$ cat src/rtl/pipe_pkg.sv
// ============================================================================
// pipe_pkg : shared types and constants for the ALU instruction issue path
// Rev 1.0  : initial release
// ============================================================================
`default_nettype none

package pipe_pkg;

  localparam int REG_W = 4;

  localparam logic [3:0] ADD  = 4'd0;
  localparam logic [3:0] SUB  = 4'd1;
  localparam logic [3:0] MUL  = 4'd2;
  localparam logic [3:0] SELA = 4'd3;
  localparam logic [3:0] SELB = 4'd4;
  localparam logic [3:0] AND  = 4'd5;
  localparam logic [3:0] OR   = 4'd6;
  localparam logic [3:0] XOR  = 4'd7;
  localparam logic [3:0] NEGA = 4'd8;
  localparam logic [3:0] NEGB = 4'd9;
  localparam logic [3:0] SRA  = 4'd10;
  localparam logic [3:0] SLA  = 4'd11;

  typedef struct packed {
    logic [3:0]       func;
    logic [REG_W-1:0] rs1;
    logic [REG_W-1:0] rs2;
    logic [REG_W-1:0] rd;
    logic [7:0]       addr;
  } instr_t;

  typedef struct packed {
    logic             v;
    logic [REG_W-1:0] rd;
  } sb_ent_t;

endpackage

`default_nettype wire

$ cat src/rtl/pipe_issue_fifo.sv
// ============================================================================
// pipe_issue_fifo : synchronous instr_t FIFO with flush and combinational head
// Rev 1.0  : initial release
// ============================================================================
`default_nettype none

module pipe_issue_fifo
  import pipe_pkg::*;
#(
  parameter int DEPTH = 4
) (
  input  logic                       clk1,
  input  logic                       rst_n,
  input  logic                       flush_i,
  input  logic                       push_i,
  input  logic                       pop_i,
  input  instr_t                     wdata_i,
  output instr_t                     head_o,
  output logic [$clog2(DEPTH):0]     count_o,
  output logic                       full_o
);

  localparam int AW = $clog2(DEPTH);
  localparam int CW = AW + 1;
  localparam logic [CW-1:0] FULL_CNT = CW'(DEPTH);

  instr_t          mem_q [DEPTH];
  logic [AW-1:0]   wr_ptr_q, wr_ptr_d;
  logic [AW-1:0]   rd_ptr_q, rd_ptr_d;
  logic [CW-1:0]   count_q, count_d;

  always_comb begin
    wr_ptr_d = wr_ptr_q;
    rd_ptr_d = rd_ptr_q;
    count_d  = count_q;
    if (flush_i) begin
      wr_ptr_d = '0;
      rd_ptr_d = '0;
      count_d  = '0;
    end else begin
      if (push_i) wr_ptr_d = wr_ptr_q + 1'b1;
      if (pop_i)  rd_ptr_d = rd_ptr_q + 1'b1;
      case ({push_i, pop_i})
        2'b10:   count_d = count_q + 1'b1;
        2'b01:   count_d = count_q - 1'b1;
        default: count_d = count_q;
      endcase
    end
  end

  always_ff @(posedge clk1 or negedge rst_n) begin
    if (!rst_n) begin
      wr_ptr_q <= '0;
      rd_ptr_q <= '0;
      count_q  <= '0;
    end else begin
      wr_ptr_q <= wr_ptr_d;
      rd_ptr_q <= rd_ptr_d;
      count_q  <= count_d;
    end
  end

  // Storage needs no reset: count gates every read of it.
  always_ff @(posedge clk1) begin
    if (push_i && !flush_i) mem_q[wr_ptr_q] <= wdata_i;
  end

  assign head_o  = mem_q[rd_ptr_q];
  assign count_o = count_q;
  assign full_o  = (count_q == FULL_CNT);

endmodule

`default_nettype wire

$ cat src/rtl/pipe_issue.sv
// ============================================================================
// pipe_issue : in-order issue front-end with RAW scoreboard for the ALU
// Rev 1.0  : initial release
// ============================================================================
`default_nettype none

module pipe_issue
  import pipe_pkg::*;
#(
  parameter int DEPTH   = 4,
  parameter int WB_LAT  = 3,
  parameter int STALL_W = 16
) (
  input  logic                    clk1,
  input  logic                    rst_n,
  input  logic                    flush,
  input  logic                    in_valid,
  output logic                    in_ready,
  input  logic [3:0]              in_func,
  input  logic [REG_W-1:0]        in_rs1,
  input  logic [REG_W-1:0]        in_rs2,
  input  logic [REG_W-1:0]        in_rd,
  input  logic [7:0]              in_addr,
  output logic                    out_valid,
  output logic [3:0]              out_func,
  output logic [REG_W-1:0]        out_rs1,
  output logic [REG_W-1:0]        out_rs2,
  output logic [REG_W-1:0]        out_rd,
  output logic [7:0]              out_addr,
  output logic [$clog2(DEPTH):0]  fifo_level,
  output logic [STALL_W-1:0]      stall_cnt,
  output logic                    busy
);

  localparam int CW = $clog2(DEPTH) + 1;

  instr_t         wdata;
  instr_t         head;
  logic [CW-1:0]  count;
  logic           full;
  logic           push;
  logic           head_valid;
  logic           hazard;
  logic           sb_any;
  logic           issue;
  logic           stall;

  instr_t               out_q;
  logic                 out_valid_q;
  logic [STALL_W-1:0]   stall_q;
  sb_ent_t              sb_q [WB_LAT];
  sb_ent_t              sb_d [WB_LAT];

  assign wdata    = '{func: in_func, rs1: in_rs1, rs2: in_rs2, rd: in_rd, addr: in_addr};
  assign in_ready = !full;
  assign push     = in_valid && in_ready && !flush;

  pipe_issue_fifo #(.DEPTH(DEPTH)) u_fifo (
    .clk1    (clk1),
    .rst_n   (rst_n),
    .flush_i (flush),
    .push_i  (push),
    .pop_i   (issue),
    .wdata_i (wdata),
    .head_o  (head),
    .count_o (count),
    .full_o  (full)
  );

  assign head_valid = (count != '0);

  // Both sources are compared regardless of func; rd-only matches (WAW) are ignored.
  always_comb begin
    hazard = 1'b0;
    sb_any = 1'b0;
    for (int i = 0; i < WB_LAT; i++) begin
      if (sb_q[i].v) begin
        sb_any = 1'b1;
        if (sb_q[i].rd == head.rs1 || sb_q[i].rd == head.rs2) hazard = 1'b1;
      end
    end
    hazard = hazard && head_valid;
  end

  assign issue = head_valid && !hazard && !flush;
  assign stall = head_valid && hazard;

  assign sb_d[0] = '{v: issue, rd: head.rd};
  for (genvar i = 1; i < WB_LAT; i++) begin : g_sb_shift
    assign sb_d[i] = sb_q[i-1];
  end

  always_ff @(posedge clk1 or negedge rst_n) begin
    if (!rst_n) begin
      out_q       <= '0;
      out_valid_q <= 1'b0;
      stall_q     <= '0;
      for (int i = 0; i < WB_LAT; i++) sb_q[i] <= '0;
    end else begin
      out_valid_q <= issue;
      if (issue) out_q <= head;
      if (stall && stall_q != '1) stall_q <= stall_q + 1'b1;
      for (int i = 0; i < WB_LAT; i++) sb_q[i] <= sb_d[i];
    end
  end

  assign out_valid  = out_valid_q;
  assign out_func   = out_q.func;
  assign out_rs1    = out_q.rs1;
  assign out_rs2    = out_q.rs2;
  assign out_rd     = out_q.rd;
  assign out_addr   = out_q.addr;
  assign fifo_level = count;
  assign stall_cnt  = stall_q;
  assign busy       = head_valid || sb_any;

endmodule

`default_nettype wire

$ cat config.mk
export PLATFORM = sky130hd
export DESIGN_NAME = pipe_issue
export DESIGN_NICKNAME = d
export VERILOG_FILES = /design/src/rtl/pipe_pkg.sv /design/src/rtl/pipe_issue_fifo.sv /design/src/rtl/pipe_issue.sv
export SDC_FILE = /design/constraint.sdc
export NUM_CORES = 1
export LEC_CHECK = 0
export BUFFER_PORTS_ARGS = -buffer_cell sky130_fd_sc_hd__buf_2
export CAP_MARGIN = 20
export CORE_MARGIN = 2
export CORE_UTILIZATION = 30
export CTS_BUF_LIST = sky130_fd_sc_hd__clkbuf_4
export DETAILED_ROUTE_END_ITERATION = 12
export GPL_TIMING_DRIVEN = 0
export PLACE_DENSITY = 0.56
export SKIP_LAST_GASP = 1
export SLEW_MARGIN = 10
export SYNTH_ARGS = -nofsm -noshare
export SYNTH_HDL_FRONTEND = slang
export SYNTH_SLANG_ARGS = --single-unit
export TNS_END_PERCENT = 20
$ cat constraint.sdc
create_clock -name clk1 -period 6.65 [get_ports clk1]
set_input_delay 1.33 -clock clk1 [delete_from_list [all_inputs] [get_ports clk1]]
set_output_delay 1.33 -clock clk1 [all_outputs]
set_load 0.01 [all_outputs]
==> results of run 1 <==
==> cells in the mapped netlist (3+ instances only) <==
cell / instances / area [um^2]
sky130_fd_sc_hd__edfxtp_1: 96 / 2880
sky130_fd_sc_hd__and2_1: 5 / 31.3
sky130_fd_sc_hd__o21ai_0: 3 / 15.0
sky130_fd_sc_hd__nor3_1: 6 / 30.0
sky130_fd_sc_hd__xor2_1: 32 / 280
sky130_fd_sc_hd__buf_2: 3 / 15.0
sky130_fd_sc_hd__and3_1: 3 / 18.8
sky130_fd_sc_hd__xnor2_1: 11 / 96.3
sky130_fd_sc_hd__mux2_1: 10 / 113
sky130_fd_sc_hd__mux4_2: 24 / 541
sky130_fd_sc_hd__ha_1: 5 / 62.6
sky130_fd_sc_hd__mux2_2: 15 / 169
sky130_fd_sc_hd__inv_1: 10 / 37.5
sky130_fd_sc_hd__nor4_2: 6 / 75.1
sky130_fd_sc_hd__nor2_1: 11 / 41.3
sky130_fd_sc_hd__nand2_1: 10 / 37.5
sky130_fd_sc_hd__dfrtp_1: 62 / 1550
sky130_fd_sc_hd__nand3_1: 6 / 30.0
==> metal layers <==
layer | vias up | track usage, %
met5 | - | 0
met4 | 2 | 3.95
met3 | 14 | 3.94
met2 | 71 | 20.8
met1 | 1694 | 15.3
li1 | 1500 | -
==> worst min path at each step <==
| stage | start | to | slack (ns) | cells after the start |
|---|---|---|---|---|
| floorplan | sb_d[4] | sb_q[4] | 0.39 | 0 |
| global placement | sb_d[4] | sb_q[4] | 0.41 | 0 |
| detailed placement | sb_d[4] | sb_q[4] | 0.42 | 0 |
| CTS | sb_d[2] | sb_q[2] | 0.45 | 0 |
| global route | sb_d[0] | sb_q[0] | 0.46 | 0 |
| finish | sb_d[2] | sb_q[2] | 0.45 | 0 |
==> per-stage QoR <==
stage | util, % | std cells | instance area (um^2) | hold slack (ns)
final | 35.0 | 730 | 7310 | 0.446
after global routing | 35.0 | 730 | 7310 | 0.464
after CTS | 35.0 | 730 | 7310 | 0.446
after detailed placement | 33.9 | 698 | 7080 | 0.418
after global placement | 33.7 | 697 | 7050 | 0.408
after floorplan | - | 349 | 6340 | 0.390
==> cell families (layout without fill, tap and decap cells) <==
group,count (synthesis),in the layout,synth area share [%]
flops,158,158,70.0
simple gates,58,58,6.20
mux,50,50,13.1
xor+xnor,44,44,6.20
buf+inv,20,126,1.74
compound gates,13,13,1.48
fa+ha+maj,6,6,1.30
==> worst register-to-register path: cells and delay by family (launching register included) <==
family                   cells  cell delay (ns)
buffers and inverters        4             0.86
AND/OR/NAND/NOR              4             0.76
multiplexers                 2             0.73
AO/OA/AOI/OAI                3             0.63
adder cells (fa/ha/maj)      1             0.43
flip-flops                   1             0.37
XOR/XNOR                     1             0.20
==> registers in the layout, summed over array words and instances (netlist names), 3 cells and up <==
signal,cells
out_rs1,4
out_addr,8
u_fifo.count_o,3
sb_d,10
out_func,4
out_rs2,4
sb_q,5
u_fifo.mem_q,96
stall_cnt,16
out_rd,4
==> power by group <==
part           leakage (nW)  switching (mW)  total [mW]  internal [mW]
clock                 0.132           0.327       0.490          0.162
sequential             1.64           0.112        1.33           1.22
combinational          1.02           0.494       0.924          0.430
total                  2.80           0.933        2.74           1.81
==> area by class of cell <==
type	count	area (um^2)	share of cell area (%)
inverters	10	37.5	0.513
clock inverters	11	70.1	0.958
plain buffers	10	72.6	0.993
well taps	275	344	4.71
clock buffers	21	158	2.16
flip-flops and latches	158	4430	60.7
repair buffers	74	395	5.41
multi-input cells	171	1800	24.6
==> flow_metrics.env, run 1 <==
export IMPL_crit_required_ns=7.07
export IMPL_drt_wl_total_um=12700
export IMPL_wl_met3_um=643
export IMPL_via_count_of_the_first_global_routing_pass=3592
export IMPL_rsz_0062_raised_after_global_routing="false"
export IMPL_layout_commonest_cell="sky130_fd_sc_hd__edfxtp_1"
export IMPL_die_w_um=149
export IMPL_clk_transition_reported_paths_ns=0.12
export IMPL_clk_root_buffer_cell="sky130_fd_sc_hd__clkbuf_4"
export IMPL_power_per_cell_area_nw_per_um2=375
export IMPL_route_antenna_remaining_nets=0
export IMPL_initial_antenna_violation_count=1
export IMPL_endpoint_class_of_the_critical_path="flop"
export IMPL_worst_slew_pin_tran_ns=0.843
export IMPL_cp_num_buf_inv=4
export IMPL_ys_ff_latch=158
export IMPL_clock_sinks=158
export IMPL_maxSlewViolCount=0
export IMPL_setup_viol=0
export IMPL_dpl_worst_slack_ns=2.59
export IMPL_count_of_nets_after_finishing=476
export IMPL_timing_max_cap_violations=0
export IMPL_synth_nets=383
export IMPL_final_hold_viol_count=0
export IMPL_start_util_pct=30.3
export IMPL_grt_ovfl_total=0
export IMPL_number_of_enable_type_register_cells_in_the_synthesized_netlist=96
export IMPL_ff_to_ff_setup_slack_ns=2.57
export IMPL_detailedRoute_firstIterationViolations=163
export IMPL_routed_vias=3281
export IMPL_timing_critical_path_slowest_cell_delay_ns=0.60
export IMPL_power_total_mw=2.74
export IMPL_postCtsHoldBufs=0
export IMPL_period_minus_slack_ns=4.08
export IMPL_fillCellCount=2061
export IMPL_synthesis_area_per_instance_um2=18.2
export IMPL_power_static_leakage_nw=2.80
export IMPL_synth_cell_types=43
export IMPL_io_buffer_count=73
export IMPL_critPathKind="flop to flop"
export IMPL_finalWorstSetupSlack_ns=2.57
export IMPL_ys_dominant_reg_cell="sky130_fd_sc_hd__edfxtp_1"
export IMPL_worst_path_dominant_cell_family="buffers and inverters"
export IMPL_max_freq_mhz=245
export IMPL_floorplan_die_area_um2=22300
export IMPL_mapped_cell_area_um2=6340
export IMPL_ioPinCount=74
export IMPL_worst_path_max_fanout=10
export IMPL_postCtsSetupRepairBufs=0
export IMPL_h_tree_depth=4
export IMPL_buffers_from_clock_root_to_sink_at_most=2
export IMPL_cts_tree="done"
export IMPL_insertedDiodeCount=0
export IMPL_wl_met2_um=6390
export IMPL_rows=53
export IMPL_r2r_cells=15
export IMPL_grt_start_max_net_pins=43
export IMPL_r2r_start="u_fifo.rd_ptr_q[0]"
export IMPL_place_gp_congestion=0.715
export IMPL_design_core_area_um2=20900
export IMPL_areaGrowthSynthToFinish_pct=15.3
export IMPL_route_detailed_vias_per_inst=4.49
export IMPL_grt_total_usage_pct=12.4
export IMPL_synth_async_sr_flop_share_pct=39.2
export IMPL_final_clock_skew_ns=0.0190
export IMPL_worst_path_max_delay_cell="sky130_fd_sc_hd__mux4_2"
export IMPL_cp_depth=15
export IMPL_timing_hold_worst_class="flop to flop"
export IMPL_cp_start_kind="flop"
export IMPL_topRoutingLayerUsed="met5"
export IMPL_detailedRoute_firstPassIterationCount=4
export IMPL_last_element_of_the_critical_path="u_fifo.count_o[2]"
export IMPL_clk_insertion_delay_late_ns=0.53
export IMPL_vdd_ir_drop_worst_v=0.000160
export IMPL_detail_route_drc_violations=0
export IMPL_grt_first_pass_wirelength_um=20400
export IMPL_fin_crit_sh_pct=61.3
export IMPL_critical_path_cell_chain="buf_6 > buf_12 > mux4_2 > xor2_1 > nor4_2 > o21ai_0 > nand4_2 > buf_2 > inv_1 > nand2_1 > fa_1 > nor4b_1 > mux2i_1 > o311ai_0 > a21o_1"
export IMPL_critical_path_startpoint="u_fifo.rd_ptr_q[0]"
export IMPL_result_of_the_run="finished, final reports clean"
export IMPL_detail_route_wirelength_met1_um=5520
export IMPL_setup_tns_final_ns=0
export IMPL_gate_count_after_technology_mapping=349
export IMPL_detailed_place_hpwl_um=8490
export IMPL_post_cts_resize_count=0
export IMPL_layout_drive_gt1_share_pct=37.1
export IMPL_yosys_warnings=0
export IMPL_critPathArrivalTime_ns=4.50
export IMPL_timing_slew_headroom_pct=43.8
export IMPL_layout_common_cells="96 x sky130_fd_sc_hd__edfxtp_1, 75 x sky130_fd_sc_hd__buf_2, 62 x sky130_fd_sc_hd__dfrtp_1, 32 x sky130_fd_sc_hd__xor2_1, 24 x sky130_fd_sc_hd__mux4_2"
export IMPL_drt_wirelength_per_cell_um=17.4
export IMPL_floorplan_die_height_um=149
export IMPL_regToRegEndpoint="u_fifo.count_o[2]"
export IMPL_cts_inserted_buffers=17
export IMPL_yosysSeqAreaShare_pct=70.0
No activity file was read; power rests on OpenSTA's default activity.
==> run 2: changes to the inputs <==
- ABC_AREA: default -> 1
- PLACE_DENSITY: 0.56 -> 0.57
- clock period: 6.65 -> 3.4 ns (I/O delays scaled with it)
==> run 2 against run 1 <==
Effect of this change: first-iteration DRC count up 71%; setup slack worse by 2.2 ns; sequential power up 91%; hold slack worse by 0.12 ns; cell count up 38%; maximum frequency up 33%; critical path depth up 5.
==> flow_metrics.env, run 2 <==
export IMPL_result_of_the_run="finished, final reports clean"
export IMPL_synthAdderAreaFrac_pct=1.26
export IMPL_areaGrowthSynthToFinish_pct=17.5
export IMPL_rsz_0062_raised_after_global_routing="false"
export IMPL_detailedRoute_firstPassIterationCount=5
export IMPL_detail_route_wirelength_met1_um=7340
export IMPL_postCtsSetupRepairBufs=0
export IMPL_largest_reg_flops=96
export IMPL_fin_crit_sh_pct=90.4
export IMPL_yosys_warnings=0
export IMPL_worst_hold_path_endpoint="u_fifo.mem_q[0][6]"
export IMPL_cts_inserted_buffers=17
export IMPL_synth_nets=649
export IMPL_drt_wl_total_um=14900
export IMPL_largest_register="u_fifo.mem_q"
export IMPL_clk_transition_reported_paths_ns=0.15
export IMPL_ioPinCount=74
export IMPL_final_hold_viol_count=0
export IMPL_layout_common_cells="183 x sky130_fd_sc_hd__nand2_1, 96 x sky130_fd_sc_hd__edfxtp_1, 80 x sky130_fd_sc_hd__buf_2, 62 x sky130_fd_sc_hd__dfrtp_1, 52 x sky130_fd_sc_hd__nor2_1"
export IMPL_timing_critical_path_slowest_cell_delay_ns=0.52
export IMPL_place_area_um2=7370
export IMPL_wl_met2_um=6590
export IMPL_r2r_cells=20
export IMPL_fillCellCount=2210
export IMPL_cellInternalPower_mw=3.41
export IMPL_period_minus_slack_ns=3.07
export IMPL_topRoutingLayerUsed="met4"
export IMPL_endpoint_class_of_the_critical_path="flop"
export IMPL_finalWorstSetupSlack_ns=0.326
export IMPL_critPathArrivalTime_ns=3.53
export IMPL_detail_route_drc_violations=0
export IMPL_cp_num_buf_inv=3
export IMPL_power_per_cell_area_nw_per_um2=714
export IMPL_detailedRoute_firstIterationViolations=279
export IMPL_synthMuxAreaShare_pct=0
export IMPL_synth_area_leader_cell="sky130_fd_sc_hd__edfxtp_1"
export IMPL_route_antenna_remaining_nets=0
export IMPL_worst_path_dominant_cell_family="simple AND/OR/NAND/NOR gates"
export IMPL_synthMostInstantiatedCell="sky130_fd_sc_hd__nand2_1"
export IMPL_die_w_um=152
export IMPL_setup_viol=0
export IMPL_ys_ff_latch=158
export IMPL_synth_top_area_share_pct=44.1
export IMPL_count_of_nets_after_finishing=745
export IMPL_hold_wc_startpoint="in_addr[6]"
export IMPL_cts_tree="done"
export IMPL_start_util_pct=30.3
export IMPL_io_buffer_count=73
export IMPL_synth_cell_types=27
export IMPL_synth_compound_area_share_pct=5.49
export IMPL_floorplan_die_area_um2=23000
export IMPL_grt_ovfl_total=0
export IMPL_regToRegEndpoint="u_fifo.count_o[2]"
export IMPL_power_switching_fraction_pct=37.8
export IMPL_layout_core_utilization_pct=35.6
export IMPL_finish_instance_area_um2=7690
export IMPL_clk_root_buffer_cell="sky130_fd_sc_hd__clkbuf_4"
export IMPL_timing_slew_headroom_pct=44.1
export IMPL_synthesis_area_per_instance_um2=10.6
export IMPL_clk_insertion_delay_late_ns=0.55
export IMPL_maxSlewViolCount=0
export IMPL_worst_path_most_repeated_cell="sky130_fd_sc_hd__nand2_1"
export IMPL_final_clock_skew_ns=0.0277
export IMPL_yosysSeqAreaShare_pct=67.8
export IMPL_layout_commonest_cell="sky130_fd_sc_hd__nand2_1"
export IMPL_floorplan_die_height_um=152
export IMPL_initial_antenna_violation_count=1
export IMPL_r2r_start="u_fifo.rd_ptr_q[1]"
export IMPL_critical_path_cell_chain="inv_2 > clkbuf_4 > nand3_2 > nand2_1 > nand2_1 > nand2_1 > nor2_1 > nand2_1 > nand2_1 > nand2_1 > nand3_2 > nor2_4 > nand2_2 > fa_1 > xor2_1 > nand3b_1 > nand2_1 > inv_1 > nand2_1 > nand2_1"
export IMPL_dpl_worst_slack_ns=0.289
export IMPL_buffers_from_clock_root_to_sink_at_most=2
export IMPL_timing_max_cap_violations=0
export IMPL_layout_drive_gt1_share_pct=18.6
export IMPL_power_static_leakage_nw=3.33
export IMPL_drt_wirelength_per_cell_um=14.8
export IMPL_detailed_place_hpwl_um=10200
export IMPL_main_combinational_cell_family_by_area_after_synthesis="simple AND/OR/NAND/NOR gates"
export IMPL_synthTopCellsByArea="sky130_fd_sc_hd__edfxtp_1 44%, sky130_fd_sc_hd__dfrtp_1 24%, sky130_fd_sc_hd__nand2_1 10%, sky130_fd_sc_hd__nand3_1 3.4%, sky130_fd_sc_hd__nor2_1 3.2%"
export IMPL_worst_slew_pin_tran_ns=0.836
export IMPL_cp_start_kind="flop"
export IMPL_place_gp_congestion=0.759
export IMPL_grt_total_usage_pct=13.4
export IMPL_synth_commonest_cells="183 x sky130_fd_sc_hd__nand2_1, 96 x sky130_fd_sc_hd__edfxtp_1, 62 x sky130_fd_sc_hd__dfrtp_1, 56 x sky130_fd_sc_hd__nor2_1, 44 x sky130_fd_sc_hd__nand3_1"
export IMPL_grt_first_pass_wirelength_um=22900
export IMPL_mapped_cell_area_um2=6540
export IMPL_worst_path_max_fanout=10
export IMPL_number_of_enable_type_register_cells_in_the_synthesized_netlist=96
export IMPL_crit_required_ns=3.85
export IMPL_ys_dominant_reg_cell="sky130_fd_sc_hd__edfxtp_1"
export IMPL_routed_vias=4494
export IMPL_worst_path_max_delay_cell="sky130_fd_sc_hd__dfrtp_1"
export IMPL_timing_hold_worst_class="primary input to flop"
export IMPL_whs_path_depth=1
export IMPL_design_core_area_um2=21600
export IMPL_vdd_ir_drop_worst_v=0.000362
export IMPL_power_total_mw=5.49
export IMPL_via_count_of_the_first_global_routing_pass=4312
export IMPL_xor_xnor_cell_area_share_of_the_yosys_netlist_pct=2.28
export IMPL_wl_met3_um=785
export IMPL_simple_logic_cell_fraction_of_the_synthesized_area_pct=19.4
export IMPL_route_detailed_vias_per_inst=4.47
export IMPL_whs_ns=0.331
export IMPL_sequentialPowerShare_pct=46.2
export IMPL_critPathKind="flop to flop"
export IMPL_grt_start_max_net_pins=45
export IMPL_ff_to_ff_setup_slack_ns=0.33
export IMPL_gate_count_after_technology_mapping=615
export IMPL_combinational_share_of_power_pct=32.0
export IMPL_clock_sinks=158
export IMPL_power_switching_mw=2.08
export IMPL_synth_async_sr_flop_share_pct=39.2
export IMPL_h_tree_depth=4
export IMPL_max_freq_mhz=325
export IMPL_rows=54
export IMPL_clock_power_share_pct=21.8
[run 2: changes by cell type in the layout (fill, tap and decap cells not counted), sizes merged, moves of 4 or more]
cell	change
nor2	+47
o22ai	+16
nand2	+177
nor4	-9
clkbuf	+5
o21ai	+44
and2	-5
inv	+38
xor2	-20
clkinv	-4
nand3	+41
mux2	-25
mux4	-24
xnor2	-7
[run 2: area by class of cell]
cell class	count	area, um^2	share of cell area (%)
antenna	1	2.50	0.0325
buffer	18	88.8	1.16
clock buffer	18	135	1.76
clock inverter	14	173	2.25
inverter	43	163	2.12
multi-input combinational	396	1890	24.6
sequential	158	4430	57.7
tap	280	350	4.56
timing repair buffer	77	453	5.89
[run 2: how the worst max path moves through the flow]
stage | to | cells after the start | slack (ns) | start
after floorplan | u_fifo.count_o[2] | 22 | 0.85 | u_fifo.rd_ptr_q[0]
after global placement | u_fifo.mem_q[3][4] | 5 | -0.07 | in_valid
after detailed placement | u_fifo.count_o[2] | 20 | 0.29 | u_fifo.rd_ptr_q[1]
after CTS | u_fifo.count_o[2] | 20 | 0.27 | u_fifo.rd_ptr_q[1]
after global routing | u_fifo.count_o[2] | 20 | 0.06 | u_fifo.rd_ptr_q[1]
final | u_fifo.count_o[2] | 20 | 0.33 | u_fifo.rd_ptr_q[1]
[run 2: repair_timing]
| item | CTS | global route |
|---|---|---|
| hold buffers | 1 | 0 |
| endpoints found under the hold margin | 18 | 0 |
| setup endpoints to repair | 0 | 1 |
| gates resized for setup | 0 | 1 |
[run 2: power by group through the flow]
stage | Sequential (mW) | Combinational (mW) | Clock [mW]
after floorplan | 2.62 | 1.09 | 0
after global placement | 2.58 | 1.75 | 0
after detailed placement | 2.58 | 1.78 | 0
after CTS | 2.54 | 1.78 | 1.24
after global routing | 2.58 | 2.01 | 1.31
final | 2.54 | 1.76 | 1.20
[run 2: routing by layer]
metal	up-vias	GRT usage, %
met1	2096	18.8
met2	117	20.5
li1	2267	-
met3	14	3.35
met5	-	0
met4	0	4.35
[run 2: cell families (layout without fill, tap and decap cells)]
kind of cell / Yosys count / in the layout
xor gates and xnor gates: 17 / 17
AOI/OAI and AO/OA: 67 / 67
adders and majority gates: 6 / 6
DFF: 158 / 158
and+or+nand+nor: 306 / 306
other: 0 / 1
buffers and inverters: 61 / 170
[run 2: per-stage QoR]
stage,setup TNS (ns),cells
after floorplan,0,615
after global placement,-3.17,968
after detailed placement,0,971
after CTS,0,1004
after global routing,0,1004
final,0,1005
